### config.mk
export PLATFORM = sky130hd
export DESIGN_NAME = warp_dispatcher
export DESIGN_NICKNAME = d
export VERILOG_FILES = /design/src/rtl/warp_dispatcher_pkg.sv /design/src/rtl/core_select_enc.sv /design/src/rtl/warp_dispatcher.sv
export SDC_FILE = /design/constraint.sdc
export NUM_CORES = 1
export LEC_CHECK = 0
export BUFFER_PORTS_ARGS = -buffer_cell sky130_fd_sc_hd__clkbuf_2
export CAP_MARGIN = 30
export CORE_MARGIN = 2
export CORE_UTILIZATION = 48
export DETAILED_ROUTE_END_ITERATION = 10
export PLACE_DENSITY = 0.81
export SETUP_SLACK_MARGIN = 0.2
export SKIP_CTS_REPAIR_TIMING = 1
export SYNTH_ARGS = -nofsm -noshare
export SYNTH_HDL_FRONTEND = slang
export SYNTH_SLANG_ARGS = --single-unit
### constraint.sdc
create_clock -name clk -period 5.45 [get_ports clk]
set_input_delay 0.2725 -clock clk [delete_from_list [all_inputs] [get_ports clk]]
set_output_delay 0.2725 -clock clk [all_outputs]
set_load 0.02 [all_outputs]
### src/rtl/warp_dispatcher_pkg.sv
// Shared types for the kernel-launch dispatcher: per-core kernel descriptor and FSM states.
package warp_dispatcher_pkg;

    localparam int unsigned WarpIdW = 4;
    localparam logic [WarpIdW-1:0] NoWarpId = 4'b1111;

    typedef struct packed {
        logic [31:0]        start_pc;
        logic [WarpIdW-1:0] warp_id;
    } kernel_t;

    localparam kernel_t KernelIdle = '{start_pc: 32'h0, warp_id: NoWarpId};

    typedef enum logic [1:0] {
        StIdle,
        StDispatch,
        StDrain,
        StDone
    } disp_state_e;

endpackage

### src/rtl/core_select_enc.sv
// Lowest-index-first priority encoder over the per-core eligible vector.
module core_select_enc #(
    parameter int unsigned N    = 4,
    parameter int unsigned IdxW = (N > 1) ? $clog2(N) : 1
) (
    input  logic [N-1:0]    eligible,
    output logic            found,
    output logic [IdxW-1:0] index
);

    // Scan downwards so the lowest set bit is the last (winning) assignment.
    always_comb begin
        found = 1'b0;
        index = '0;
        for (int i = N - 1; i >= 0; i--) begin
            if (eligible[i]) begin
                found = 1'b1;
                index = IdxW'(i);
            end
        end
    end

endmodule

### src/rtl/warp_dispatcher.sv
// Kernel-launch front end: issues one warp per cycle to the lowest free core, counts
// completions and pulses kernel_done once every warp of the launch has retired.
module warp_dispatcher
    import warp_dispatcher_pkg::*;
#(
    parameter int unsigned NUM_CORES = 4,
    parameter int unsigned WARP_W    = 4
) (
    input  logic                                clk,
    input  logic                                rst,
    input  logic                                launch_valid,
    output logic                                launch_ready,
    input  logic [31:0]                         launch_pc,
    input  logic [WARP_W-1:0]                   launch_warps,
    output kernel_t [NUM_CORES-1:0]             core_kernel_out,
    output logic [NUM_CORES-1:0]                core_start,
    input  logic [NUM_CORES-1:0]                core_finished,
    input  logic [NUM_CORES-1:0][WARP_W-1:0]    core_finished_warp_id,
    output logic                                kernel_done,
    output logic                                busy,
    output logic [WARP_W-1:0]                   warps_outstanding,
    output logic                                err_bad_id
);

    localparam int unsigned IdxW = (NUM_CORES > 1) ? $clog2(NUM_CORES) : 1;

    disp_state_e              state_q, state_d;
    logic [31:0]              pc_q, pc_d;
    logic [WARP_W-1:0]        count_q, count_d;
    logic [WARP_W-1:0]        next_id_q, next_id_d;
    logic [WARP_W-1:0]        retired_q, retired_d;
    logic [NUM_CORES-1:0]     core_busy_q, core_busy_d;
    kernel_t [NUM_CORES-1:0]  kernel_q, kernel_d;
    logic                     err_bad_id_q, err_bad_id_d;

    logic [NUM_CORES-1:0]     eligible;
    logic                     sel_found;
    logic [IdxW-1:0]          sel_idx;

    // A core still holding finished from its last warp must drop it before reuse.
    assign eligible = ~core_busy_q & ~core_finished;

    core_select_enc #(
        .N    (NUM_CORES),
        .IdxW (IdxW)
    ) u_core_select_enc (
        .eligible (eligible),
        .found    (sel_found),
        .index    (sel_idx)
    );

    always_comb begin
        state_d      = state_q;
        pc_d         = pc_q;
        count_d      = count_q;
        next_id_d    = next_id_q;
        retired_d    = retired_q;
        core_busy_d  = core_busy_q;
        kernel_d     = kernel_q;
        err_bad_id_d = err_bad_id_q;
        core_start   = '0;

        for (int c = 0; c < NUM_CORES; c++) begin
            if (core_finished[c] && core_busy_q[c]) begin
                core_busy_d[c] = 1'b0;
                retired_d      = retired_d + WARP_W'(1);
                if (core_finished_warp_id[c] != kernel_q[c].warp_id) begin
                    err_bad_id_d = 1'b1;
                end
            end
        end

        unique case (state_q)
            StIdle: begin
                if (launch_valid && (launch_warps != '0)) begin
                    pc_d      = launch_pc;
                    count_d   = launch_warps;
                    next_id_d = '0;
                    retired_d = '0;
                    state_d   = StDispatch;
                end
            end
            StDispatch: begin
                if ((next_id_q < count_q) && sel_found) begin
                    core_start[sel_idx]  = 1'b1;
                    core_busy_d[sel_idx] = 1'b1;
                    kernel_d[sel_idx]    = '{start_pc: pc_q, warp_id: next_id_q};
                    next_id_d            = next_id_q + WARP_W'(1);
                end
                if (next_id_d == count_q) begin
                    state_d = (retired_d == count_q) ? StDone : StDrain;
                end
            end
            StDrain: begin
                if (retired_d == count_q) begin
                    state_d = StDone;
                end
            end
            StDone: begin
                state_d = StIdle;
            end
            default: state_d = StIdle;
        endcase
    end

    always_ff @(posedge clk or posedge rst) begin
        if (rst) begin
            state_q      <= StIdle;
            pc_q         <= '0;
            count_q      <= '0;
            next_id_q    <= '0;
            retired_q    <= '0;
            core_busy_q  <= '0;
            kernel_q     <= {NUM_CORES{KernelIdle}};
            err_bad_id_q <= 1'b0;
        end else begin
            state_q      <= state_d;
            pc_q         <= pc_d;
            count_q      <= count_d;
            next_id_q    <= next_id_d;
            retired_q    <= retired_d;
            core_busy_q  <= core_busy_d;
            kernel_q     <= kernel_d;
            err_bad_id_q <= err_bad_id_d;
        end
    end

    // The new descriptor is visible in the same cycle as its start pulse.
    assign core_kernel_out   = kernel_d;
    assign launch_ready      = (state_q == StIdle);
    assign busy              = (state_q != StIdle);
    assign kernel_done       = (state_q == StDone);
    assign warps_outstanding = next_id_q - retired_q;
    assign err_bad_id        = err_bad_id_q;

endmodule

==> results_dict.tcl <==
set metrics [dict create \
    status "finished, final reports clean" \
    layout.nets 1168 \
    std_cell_rows 48 \
    grt_max_degree 196 \
    ff2ff_path_depth 17 \
    reg2reg_to "state_q[1]" \
    insertion_delay_ps 440 \
    multi_input_area_mm2 0.00331 \
    async_reset_ff_share_pct 100 \
    fmax_mhz 243 \
    netlist.area_leader.share_pct 52.8 \
    via_per_inst 5.26 \
    gp_congestion 0.879 \
    yosys.area.top_type "dfrtp_1" \
    synth.avg_cell_area_um2 9.46 \
    ctsRootBufferMaster "clkbuf_16" \
    die_x_um 137 \
    worstSetupPathType "reg -> out" \
    r2r_slack_ps 1630 \
    finalCritPeriodShare_pct 75.5 \
    hp-start "launch_pc[9]" \
    numCtsBuffers 17 \
    tightest_slew_ps 1020 \
    ys.flop_type "dfrtp_1" \
    register_area_mm2 0.00490 \
    antenna_found_initial 0 \
    finalHoldViolations 0 \
    tns_ps 0 \
    ant_nets 0 \
    port-buffer-count 214 \
    rsz0062_at_grt "no" \
    start_util_pct 49.0 \
    grt_pass1_wl_mm 36.0 \
    cts.htree.levels 4 \
    cts.path.max_buffers 2 \
    cts_tree "yes" \
    ys_seq_elements 195 \
    hold_path.class "in -> reg" \
    wl_mm 23.1 \
    ir_drop_v 0.000377 \
    nFillCells 1487 \
    clkTransAtPathRegs_ps 70 \
    yosysWarnings 0 \
    worstPathRequired_ps 5180 \
    layout-drive-gt1-share_pct 28.3 \
    cp-start-kind "flop" \
    vias 7007 \
    r2r_start "retired_q[0]" \
    synth_edf_count 0 \
    hpwl_mm 15.5 \
    grt_remaining_overflow 0 \
    synthesis.area_mm2 0.00848 \
    track_usage_pct 25.5 \
    io_pins 215 \
    cp.arrival_ps 3840 \
    synthCells 897 \
    area_growth_pct 22.1 \
    route.detailed.drc 0 \
    drv_slew 0 \
    critPathMaxFanout 40 \
    drv_cap 0 \
    holdPathStages 3 \
    grt_pass1_vias 6917 \
    cts_sinks 195 \
    end_kind "primary output" \
    diodes 0 \
    drtIter0Drc 409 \
    whs_endpoint "pc_q[9]" \
    p_leak_nw 5.69 \
    avgRoutedWirePerCell_um 17.4 \
    first_pass_iters 5 \
    setup_viol 0 \
    synthTopCellsByArea "dfrtp_1 53%, nand2_1 19%, dfstp_2 5.0%, mux2_2 4.5%, xnor2_1 2.5%" \
    fin_util_pct 59.9 \
    coreArea_mm2 0.0173 \
    synth_cell_types 58 \
    fin_crit_ps 4120 \
    pwr_density_cell_mw_per_mm2 652 \
    yosysSeqAreaShare_pct 57.8 \
    finClkSkew_ps 20.8 \
    die_y_um 137 \
    synth_nets 971 \
    relSlewSlack_pct 32.2 \
    die-area_mm2 0.0187 \
]
## synthesized netlist by cell type (all sizes together), types with 11 or more instances
cell	instances
nand2	427
o21ai	25
mux2	35
dfrtp	179
xnor2	24
clkbuf	38
dfstp	16
xor2	11
ha	14
nor2	14
inv	29
## sequential cells by signal, indices dropped and copies added (netlist names)
| register | cells |
|---|---|
| err_bad_id | 1 |
| state_q | 2 |
| kernel_q | 144 |
| next_id_q | 4 |
| pc_q | 32 |
| retired_q | 4 |
| core_busy_q | 4 |
| count_q | 4 |
## cells by family after synthesis
family | count (synthesis) | share of synthesized area (%)
AO/OA/AOI/OAI | 71 | 5.65
XOR/XNOR | 38 | 4.41
adder cells (fa/ha/maj) | 15 | 2.30
buffers and inverters | 73 | 3.29
flip-flops | 195 | 57.8
multiplexers | 36 | 4.81
AND/OR/NAND/NOR | 469 | 21.8
## worst max-delay path, stage by stage (launching register included)
cell,delay [ps]
dfrtp_1,610
ha_1,330
a21oi_1,120
o21ai_1,150
a21oi_1,370
nand2_1,140
or3_1,320
buf_4,280
inv_2,610
nand2_1,160
nand2_1,130
clkbuf_2,180
## per-layer routing
layer | track usage (%) | wire length [µm] | vias to the layer above
met5 | 0 | 0 | -
met4 | 11.1 | 749 | 0
met3 | 6.63 | 1410 | 54
met2 | 41.1 | 11400 | 257
met1 | 32.6 | 9580 | 3433
li1 | - | - | 3263
## cells in the final DEF (no fill, tap or decap), types with 5 or more instances in the layout
cell	netlist	layout
a21oi_1	5	5
and2_1	5	5
buf_4	0	5
clkbuf_16	0	17
clkbuf_2	0	214
dfrtp_1	179	179
dfstp_2	16	16
ha_1	14	14
inv_1	26	25
mux2_2	34	34
nand2_1	427	426
nand3_1	5	5
nor2_1	13	12
o21ai_0	21	21
xnor2_1	24	24
xor2_1	11	11
## worst max-delay path by stage
stage | startpoint | to | cells past startpoint
6_report | next_id_q[2] | core_kernel_out[129] | 11
5_1_grt | next_id_q[2] | core_kernel_out[129] | 11
4_1_cts | next_id_q[2] | core_kernel_out[129] | 11
2_1_floorplan | retired_q[0] | state_q[1] | 17
3_3_place_gp | retired_q[0] | state_q[1] | 17
3_5_place_dp | retired_q[0] | state_q[1] | 17
## power breakdown
group / leakage (nW) / internal, W / switching (W) / total [W]
clock: 0.292 / 0.000718 / 0.000540 / 0.00126
sequential: 2.47 / 0.00204 / 0.000370 / 0.00241
combinational: 2.92 / 0.00103 / 0.00205 / 0.00308
## area by class of cell
cell class / count / share of cell area [%]
clock buffers: 22 / 4.58
multi-input cells: 629 / 32.0
flip-flops and latches: 195 / 47.3
repair buffers: 221 / 11.1
well taps: 225 / 2.72
inverters: 30 / 1.12
clock inverters: 10 / 1.17
## stage by stage
stage               std cells  cell area [µm²]  setup slack, ps  total power (W)  hold slack (ps)
floorplan                 897             8490             2050          0.00443              353
global placement         1299             9740             1860          0.00540              452
detailed placement       1300             9760             1670          0.00551              458
CTS                      1332            10400             1380          0.00678             10.4
global route             1332            10400             1110          0.00717             14.5
finish                   1332            10400             1330          0.00675             18.2
(Power assumes the default switching activity.)
